===== src/rtl/alu_pkg.sv =====
// Shared ALU definitions: operation codes, ALUOp classes and R-type funct values.
// Used by the ALU-control stage and the EX-stage ALU.
package alu_pkg;

  localparam logic [3:0] ALU_AND = 4'b0000;
  localparam logic [3:0] ALU_OR  = 4'b0001;
  localparam logic [3:0] ALU_NOR = 4'b0010;
  localparam logic [3:0] ALU_ADD = 4'b0011;
  localparam logic [3:0] ALU_SUB = 4'b0100;
  localparam logic [3:0] ALU_LUI = 4'b0101;
  localparam logic [3:0] ALU_NOP = 4'b1111;

  localparam logic [2:0] OP_MEM   = 3'b000;
  localparam logic [2:0] OP_BR    = 3'b001;
  localparam logic [2:0] OP_ANDI  = 3'b010;
  localparam logic [2:0] OP_ORI   = 3'b011;
  localparam logic [2:0] OP_LUI   = 3'b100;
  localparam logic [2:0] OP_RTYPE = 3'b111;

  localparam logic [5:0] FN_ADD  = 6'h20;
  localparam logic [5:0] FN_ADDU = 6'h21;
  localparam logic [5:0] FN_SUB  = 6'h22;
  localparam logic [5:0] FN_SUBU = 6'h23;
  localparam logic [5:0] FN_AND  = 6'h24;
  localparam logic [5:0] FN_OR   = 6'h25;
  localparam logic [5:0] FN_NOR  = 6'h27;

  typedef struct packed {
    logic [3:0] op;
    logic       illegal;
  } alu_ctrl_t;

  localparam alu_ctrl_t CTRL_IDLE = '{op: ALU_NOP, illegal: 1'b0};

endpackage


===== src/rtl/alu_ctrl_decode.sv =====
// Combinational ALU-control decode of ALUOp class and R-type funct.
// Unsupported combinations yield the NOP code with illegal set.
module alu_ctrl_decode
  import alu_pkg::*;
(
  input  logic [2:0] alu_op,
  input  logic [5:0] funct,
  output logic [3:0] alu_operation,
  output logic       illegal
);

  logic [3:0] rtype_op;
  logic       rtype_ill;

  always_comb begin
    rtype_op  = ALU_NOP;
    rtype_ill = 1'b0;
    unique case (1'b1)
      (funct == FN_ADD),
      (funct == FN_ADDU): rtype_op = ALU_ADD;
      (funct == FN_SUB),
      (funct == FN_SUBU): rtype_op = ALU_SUB;
      (funct == FN_AND):  rtype_op = ALU_AND;
      (funct == FN_OR):   rtype_op = ALU_OR;
      (funct == FN_NOR):  rtype_op = ALU_NOR;
      default:            rtype_ill = 1'b1;
    endcase
  end

  always_comb begin
    alu_operation = ALU_NOP;
    illegal       = 1'b0;
    unique case (1'b1)
      (alu_op == OP_MEM):  alu_operation = ALU_ADD;
      (alu_op == OP_BR):   alu_operation = ALU_SUB;
      (alu_op == OP_ANDI): alu_operation = ALU_AND;
      (alu_op == OP_ORI):  alu_operation = ALU_OR;
      (alu_op == OP_LUI):  alu_operation = ALU_LUI;
      (alu_op == OP_RTYPE): begin
        alu_operation = rtype_op;
        illegal       = rtype_ill;
      end
      default:             illegal = 1'b1;
    endcase
  end

endmodule


===== src/rtl/alu_ctrl_stage.sv =====
// Registered ALU-control stage: decode, one-entry output buffer with
// valid/ready handshakes, flush, and a saturating illegal-entry counter.
module alu_ctrl_stage
  import alu_pkg::*;
#(
  parameter int CNT_W = 8
) (
  input  logic             clk,
  input  logic             reset,
  input  logic             in_valid,
  output logic             in_ready,
  input  logic [2:0]       ALUOp,
  input  logic [5:0]       funct,
  input  logic             flush,
  output logic             out_valid,
  input  logic             out_ready,
  output logic [3:0]       ALUOperation,
  output logic             illegal,
  output logic [CNT_W-1:0] illegal_count
);

  localparam logic [CNT_W-1:0] CNT_MAX = {CNT_W{1'b1}};

  alu_ctrl_t        dec;
  alu_ctrl_t        ctrl_q, ctrl_d;
  logic             valid_q, valid_d;
  logic [CNT_W-1:0] cnt_q, cnt_d;
  logic             accept;

  alu_ctrl_decode u_dec (
    .alu_op        (ALUOp),
    .funct         (funct),
    .alu_operation (dec.op),
    .illegal       (dec.illegal)
  );

  assign in_ready = !valid_q || out_ready;
  assign accept   = in_valid && in_ready && !flush;

  always_comb begin
    ctrl_d  = ctrl_q;
    valid_d = valid_q;
    cnt_d   = cnt_q;
    if (flush) begin
      ctrl_d  = CTRL_IDLE;
      valid_d = 1'b0;
    end else if (accept) begin
      ctrl_d  = dec;
      valid_d = 1'b1;
      if (dec.illegal && (cnt_q != CNT_MAX)) begin
        cnt_d = cnt_q + CNT_W'(1);
      end
    end else if (valid_q && out_ready) begin
      valid_d = 1'b0;
    end
  end

  always_ff @(posedge clk) begin
    if (!reset) begin
      ctrl_q  <= CTRL_IDLE;
      valid_q <= 1'b0;
      cnt_q   <= '0;
    end else begin
      ctrl_q  <= ctrl_d;
      valid_q <= valid_d;
      cnt_q   <= cnt_d;
    end
  end

  assign out_valid     = valid_q;
  assign ALUOperation  = ctrl_q.op;
  assign illegal       = ctrl_q.illegal;
  assign illegal_count = cnt_q;

endmodule

===== config.mk =====
export PLATFORM = sky130hd
export DESIGN_NAME = alu_ctrl_stage
export DESIGN_NICKNAME = d
export VERILOG_FILES = /design/src/rtl/alu_pkg.sv /design/src/rtl/alu_ctrl_decode.sv /design/src/rtl/alu_ctrl_stage.sv
export SDC_FILE = /design/constraint.sdc
export NUM_CORES = 1
export LEC_CHECK = 0
export ABC_CLOCK_PERIOD_IN_PS = 4200
export BUFFER_PORTS_ARGS = -buffer_cell sky130_fd_sc_hd__buf_2
export CORE_MARGIN = 2
export CORE_UTILIZATION = 40
export DETAILED_ROUTE_END_ITERATION = 16
export PLACE_DENSITY = 0.68
export SYNTH_ARGS = -nofsm -noshare
export SYNTH_HDL_FRONTEND = slang
export SYNTH_SLANG_ARGS = --single-unit

===== constraint.sdc =====
create_clock -name clk -period 4.2 [get_ports clk]
set_input_delay 0.42 -clock clk [delete_from_list [all_inputs] [get_ports clk]]
set_output_delay 0.42 -clock clk [all_outputs]
set_load 0.005 [all_outputs]

### Word level (Yosys, flattened, before mapping)

Cells that the tools add are included.

* add/subtract/negate cells: 1
* multiply operators: 0
* divide/modulo/power cells: 0
* $lt $le $gt $ge: 0
* equality and inequality tests: 13
* shift operators: 0
* muxes and demuxes: 6
* bitwise gates (word level): 2
* reduce and logical (&&, ||, !) cells: 15

Operators by type and width (count)
* 6-bit == test (second input constant): 7
* 4-bit one-hot mux with 6 select lines: 1
* 4-bit one-hot mux with 5 select lines: 1
* 8-bit by 1-bit adder with 8-bit output (second input constant): 1
* 8-bit != test (second input constant): 1
* 7-bit OR reduction: 1
* 3-bit by 2-bit == test with 1-bit output (second input constant): 2
* 3-bit == test (second input constant): 2
* 2-bit OR reduction: 3
* 5-bit OR reduction: 1
* 1-bit logical AND: 4
* 3-bit by 1-bit == test with 1-bit output (second input constant): 1
* 3-bit zero test: 1
* 1-bit 2-to-1 mux: 3
* 3-bit AND reduction: 1
* 1-bit zero test: 2
* 1-bit NOT: 2
* 1-bit one-hot mux with 2 select lines: 1
* 2-bit nonzero test: 1
* 1-bit logical OR: 1

* flip-flop bits (word level): 14
* latch bits: 0
* bits in writable memories: 0
* memory bits (read-only): 0
* input bits: 14
* output and inout bits: 15
* word-level logic and storage cells: 41
* memories: 0

### Logic depth before layout (Yosys ltp)

* word-level depth: 6
* gate-level depth with buffers: 6
* depth with buffers taken out: 5

### Hierarchy

Synthesis repeated with hierarchy kept, for this count alone.

* cell total of the unflattened synthesis: 91
* area, all modules: 792.0 um^2

By module, submodules not included
* alu_ctrl_stage: instances 1, cells an instance 72, area an instance 650.6 um^2, sequential area each 280.3 um^2
* alu_ctrl_decode: instances 1, cells an instance 19, area an instance 141.4 um^2, sequential area each 0.0 um^2

### Least setup slack after synthesis

No wires, ideal clock.

* path kind: input-to-reg
* start: in out_ready
* end: reg cnt_q[5] (netlist: illegal_count[5])
* library setup time: 0.072 ns
* arrival time: 1.604 ns
* data required time: 4.128 ns
* slack: 2.525 ns
* cell stages on the path: 6
* buffers on the path: 1
* cell sequence: nand2b_1 buf_2 o2111a_4 nand3_4 or4_1 a21oi_1

* word-level cells in the longest chain between the ends: 4

Ends and longest elaborated chain
* start: declaration: line alu_ctrl_stage.sv:16 `input logic out_ready,`
* 1-bit logical OR: line alu_ctrl_stage.sv:37 `assign in_ready = !valid_q || out_ready;`
* via in_ready: line alu_ctrl_stage.sv:11 `output logic in_ready,`
* 1-bit logical AND (2 in a row): line alu_ctrl_stage.sv:38 `assign accept = in_valid && in_ready && !flush;`
* 3-bit AND reduction (no line)
* end signal: assignment: line alu_ctrl_stage.sv:66 `cnt_q <= cnt_d;`
* end: declaration: line alu_ctrl_stage.sv:27 `logic [CNT_W-1:0] cnt_q, cnt_d;`

The timed path passes the listed nets, and every way through them passes these cells.
A chain may end at the register's enable or synchronous reset.

### Final worst setup path

* start: reg valid_q (netlist: out_valid)
* end: reg cnt_q[5] (netlist: illegal_count[5])

* word-level cells in the longest chain between the ends: 5

Ends and longest elaborated chain
* start: declaration: line alu_ctrl_stage.sv:26 `logic valid_q, valid_d;`
* start signal: assignment: line alu_ctrl_stage.sv:65 `valid_q <= valid_d;`
* 1-bit zero test: line alu_ctrl_stage.sv:37
* 1-bit logical OR: line alu_ctrl_stage.sv:37
* 1-bit logical AND (2 in a row): line alu_ctrl_stage.sv:38
* 3-bit AND reduction (no line)

Every way passes these cells.

==> flow_summary.ini <==
[worst_setup_path]
worst-path-buf-inv = 0
worst-setup-path-type = flip-flop to flip-flop
path_cells = nand2b_1 > o2111a_4 > nand3_4 > or4_1 > a21oi_1
critPathCaptureType = flip-flop
critPathRequiredTime_ps = 4410
critPathMaxStageDelay_ps = 490
r2r_slack_ps = 2540
cp.arrival_ps = 1870
cp-start-kind = flip-flop
r2r_end = illegal_count[5]
worstReg2RegStart = out_valid
path_delay_family = simple AND/OR/NAND/NOR gates
worstRegToRegCells = 5
cp_slowest_cell = or4_1
cp_max_fo = 9

[floorplan]
row_count = 15
core_area_um2 = 1730
ios = 29
initial_core_util_pct = 42.1
dieArea_um2 = 2170
die_w_um = 46.6
die_h_um = 46.6

[sta]
rsz0062_at_grt = false
hold_viol = 0
period_minus_slack_ps = 1660
finalSetupViolations = 0
fin_crit_sh_pct = 39.5
worst_slew_pin_slew_ps = 266
max_freq_ghz = 0.603
finalSetupTns_ps = 0
slew-limit-headroom_pct = 82.3
maxSlewViolCount = 0
skew_ps = 1.30
finalWorstSetupSlack_ps = 2540

[synthesis]
synthTopCellsByArea = dfxtp_1 (39%), a21oi_1 (7.6%), nand2_1 (5.2%), o21ai_0 (4.8%), xor2_1 (3.6%)
syn_nets = 100
synth_edf_count = 0
yosys_warnings = 0
ys.flop_type = dfxtp_1
ys_ff_latch = 14
synthDistinctLibCells = 30
syn_area_um2 = 727
synth_top_cell_by_area = dfxtp_1
syn_inst = 85
postSynth.asyncResetShare_pct = 0
synth_top_area_share_pct = 38.6
synth.avg_cell_area_um2 = 8.55
ys_seq_area_share_pct = 38.6

[clock_network]
clockBufferDepth = 2
cts_buffers = 3
holdBufCountCts = 0
cts_resized = 0
cts_tree = yes
cts.reportedPaths.clkPinSlew_ps = 80
htree_levels = 1
insertion_delay_ps = 270
clock-root-buffer = clkbuf_4
clock-sinks = 14
cts_setup_buffers = 0

[layout]
syn_to_final_growth_pct = 27.9
layout-drive-gt1-share_pct = 31.0
design_area_um2 = 930
num-fill-cells = 172
finalNetCount = 132
mostFrequentLayoutCell = buf_2
final_cell_mix = buf_2 (28), dfxtp_1 (14), a21oi_1 (11)
postLayoutCoreUtil_pct = 53.8
diodes = 0

[placement]
portBuffers = 28
place_ws_ps = 2320
placed_cell_area_um2 = 893
place.gp.congestion = 0.753
hpwl_um = 1230

[global_route]
track_usage_pct = 17.1
grt_max_degree = 10
grt_pass1_wl_um = 2620
grt-ovfl-total = 0
grt_pass1_vias = 605
antenna_found_initial = 0

[drt]
vias = 714
drt_first_pass_iters = 4
avgRoutedWirePerCell_um = 11.4
drc = 0
routed_wl_um = 1610
ant_nets = 0
vias_per_cell = 5.06
drt-initial-drc-count = 11

[min_path]
holdCritStartpoint = flush
hp-class = primary input to flip-flop
whs_path_depth = 3
hold_path_end = ALUOperation[2]

[flow_run]
maxCapViolations = 0

[power]
total_power_w = 0.000266
p_leak_nw = 0.396
ir_worst_vdd_mv = 0.150
p_per_area_nw_per_um2 = 286

[status]
outcome = finished, final reports clean
cell families (layout without fill, tap and decap cells):
kind of cell,after synthesis,in the layout,share of synthesized area [%]
AND/OR/NAND/NOR,31,31,24.4
AO/OA/AOI/OAI,27,27,24.6
flip-flops,14,14,38.6
buffers and inverters,6,37,3.27
XOR/XNOR,5,5,6.03
adder cells (fa/ha/maj),1,1,1.72
multiplexers,1,1,1.38
worst register-to-register path, stage by stage, from the launching register on:
cell	delay, ps
dfxtp_1	310
nand2b_1	210
o2111a_4	290
nand3_4	130
or4_1	490
a21oi_1	160
through the flow:
stage / instances / hold WS [ps]
6_report: 141 / 391
3_5_place_dp: 137 / 444
3_3_place_gp: 137 / 445
4_1_cts: 141 / 382
2_1_floorplan: 85 / 453
5_1_grt: 141 / 392
routing by layer:
metal  vias to the layer above  wire, um  GRT usage [%]
met5                         -         0              0
met4                         0        27           8.33
met3                         4        62           3.53
met2                        19       744           27.2
met1                       314       776           21.8
li1                        377         -              -
layout make-up:
cell class,instances,area (um2),area share (%)
Multi-Input combinational cell,65,423,45.5
Tap cell,25,31.3,3.36
Clock buffer,4,36.3,3.90
Inverter,5,18.8,2.02
Sequential cell,14,280,30.1
Timing Repair Buffer,28,140,15.1
synth_stat cells (all sizes together) (2+ instances only):
| cell type | n |
|---|---|
| nor2 | 4 |
| nand2 | 10 |
| dfxtp | 14 |
| a211oi | 2 |
| nand2b | 3 |
| a21oi | 11 |
| xnor2 | 2 |
| xor2 | 3 |
| o21ai | 7 |
| or3 | 3 |
| inv | 4 |
| nand3 | 3 |
| nand4 | 3 |
sequential cells by signal, summed over array words and instances, names as in the netlist:
register / count
illegal_count: 8
out_valid: 1
illegal: 1
ALUOperation: 4
how the worst max path moves through the flow:
stage,start,end,slack [ps],depth (start not counted)
CTS,out_valid,illegal_count[5],2530,5
floorplan,out_ready,illegal_count[5],2520,6
finish,out_valid,illegal_count[5],2540,5
detailed placement,out_ready,illegal_count[5],2320,6
global placement,out_ready,illegal_count[5],2370,6
global route,out_valid,illegal_count[5],2440,5
power breakdown:
part / internal, W / leakage [nW] / total, W / switching, W
combinational: 0.0000145 / 0.262 / 0.0000324 / 0.0000179
sequential: 0.000135 / 0.114 / 0.000137 / 0.00000185
clock: 0.0000527 / 0.0210 / 0.0000961 / 0.0000434
total: 0.000203 / 0.396 / 0.000266 / 0.0000631
Note: power is estimated with default switching activity, not from simulation.
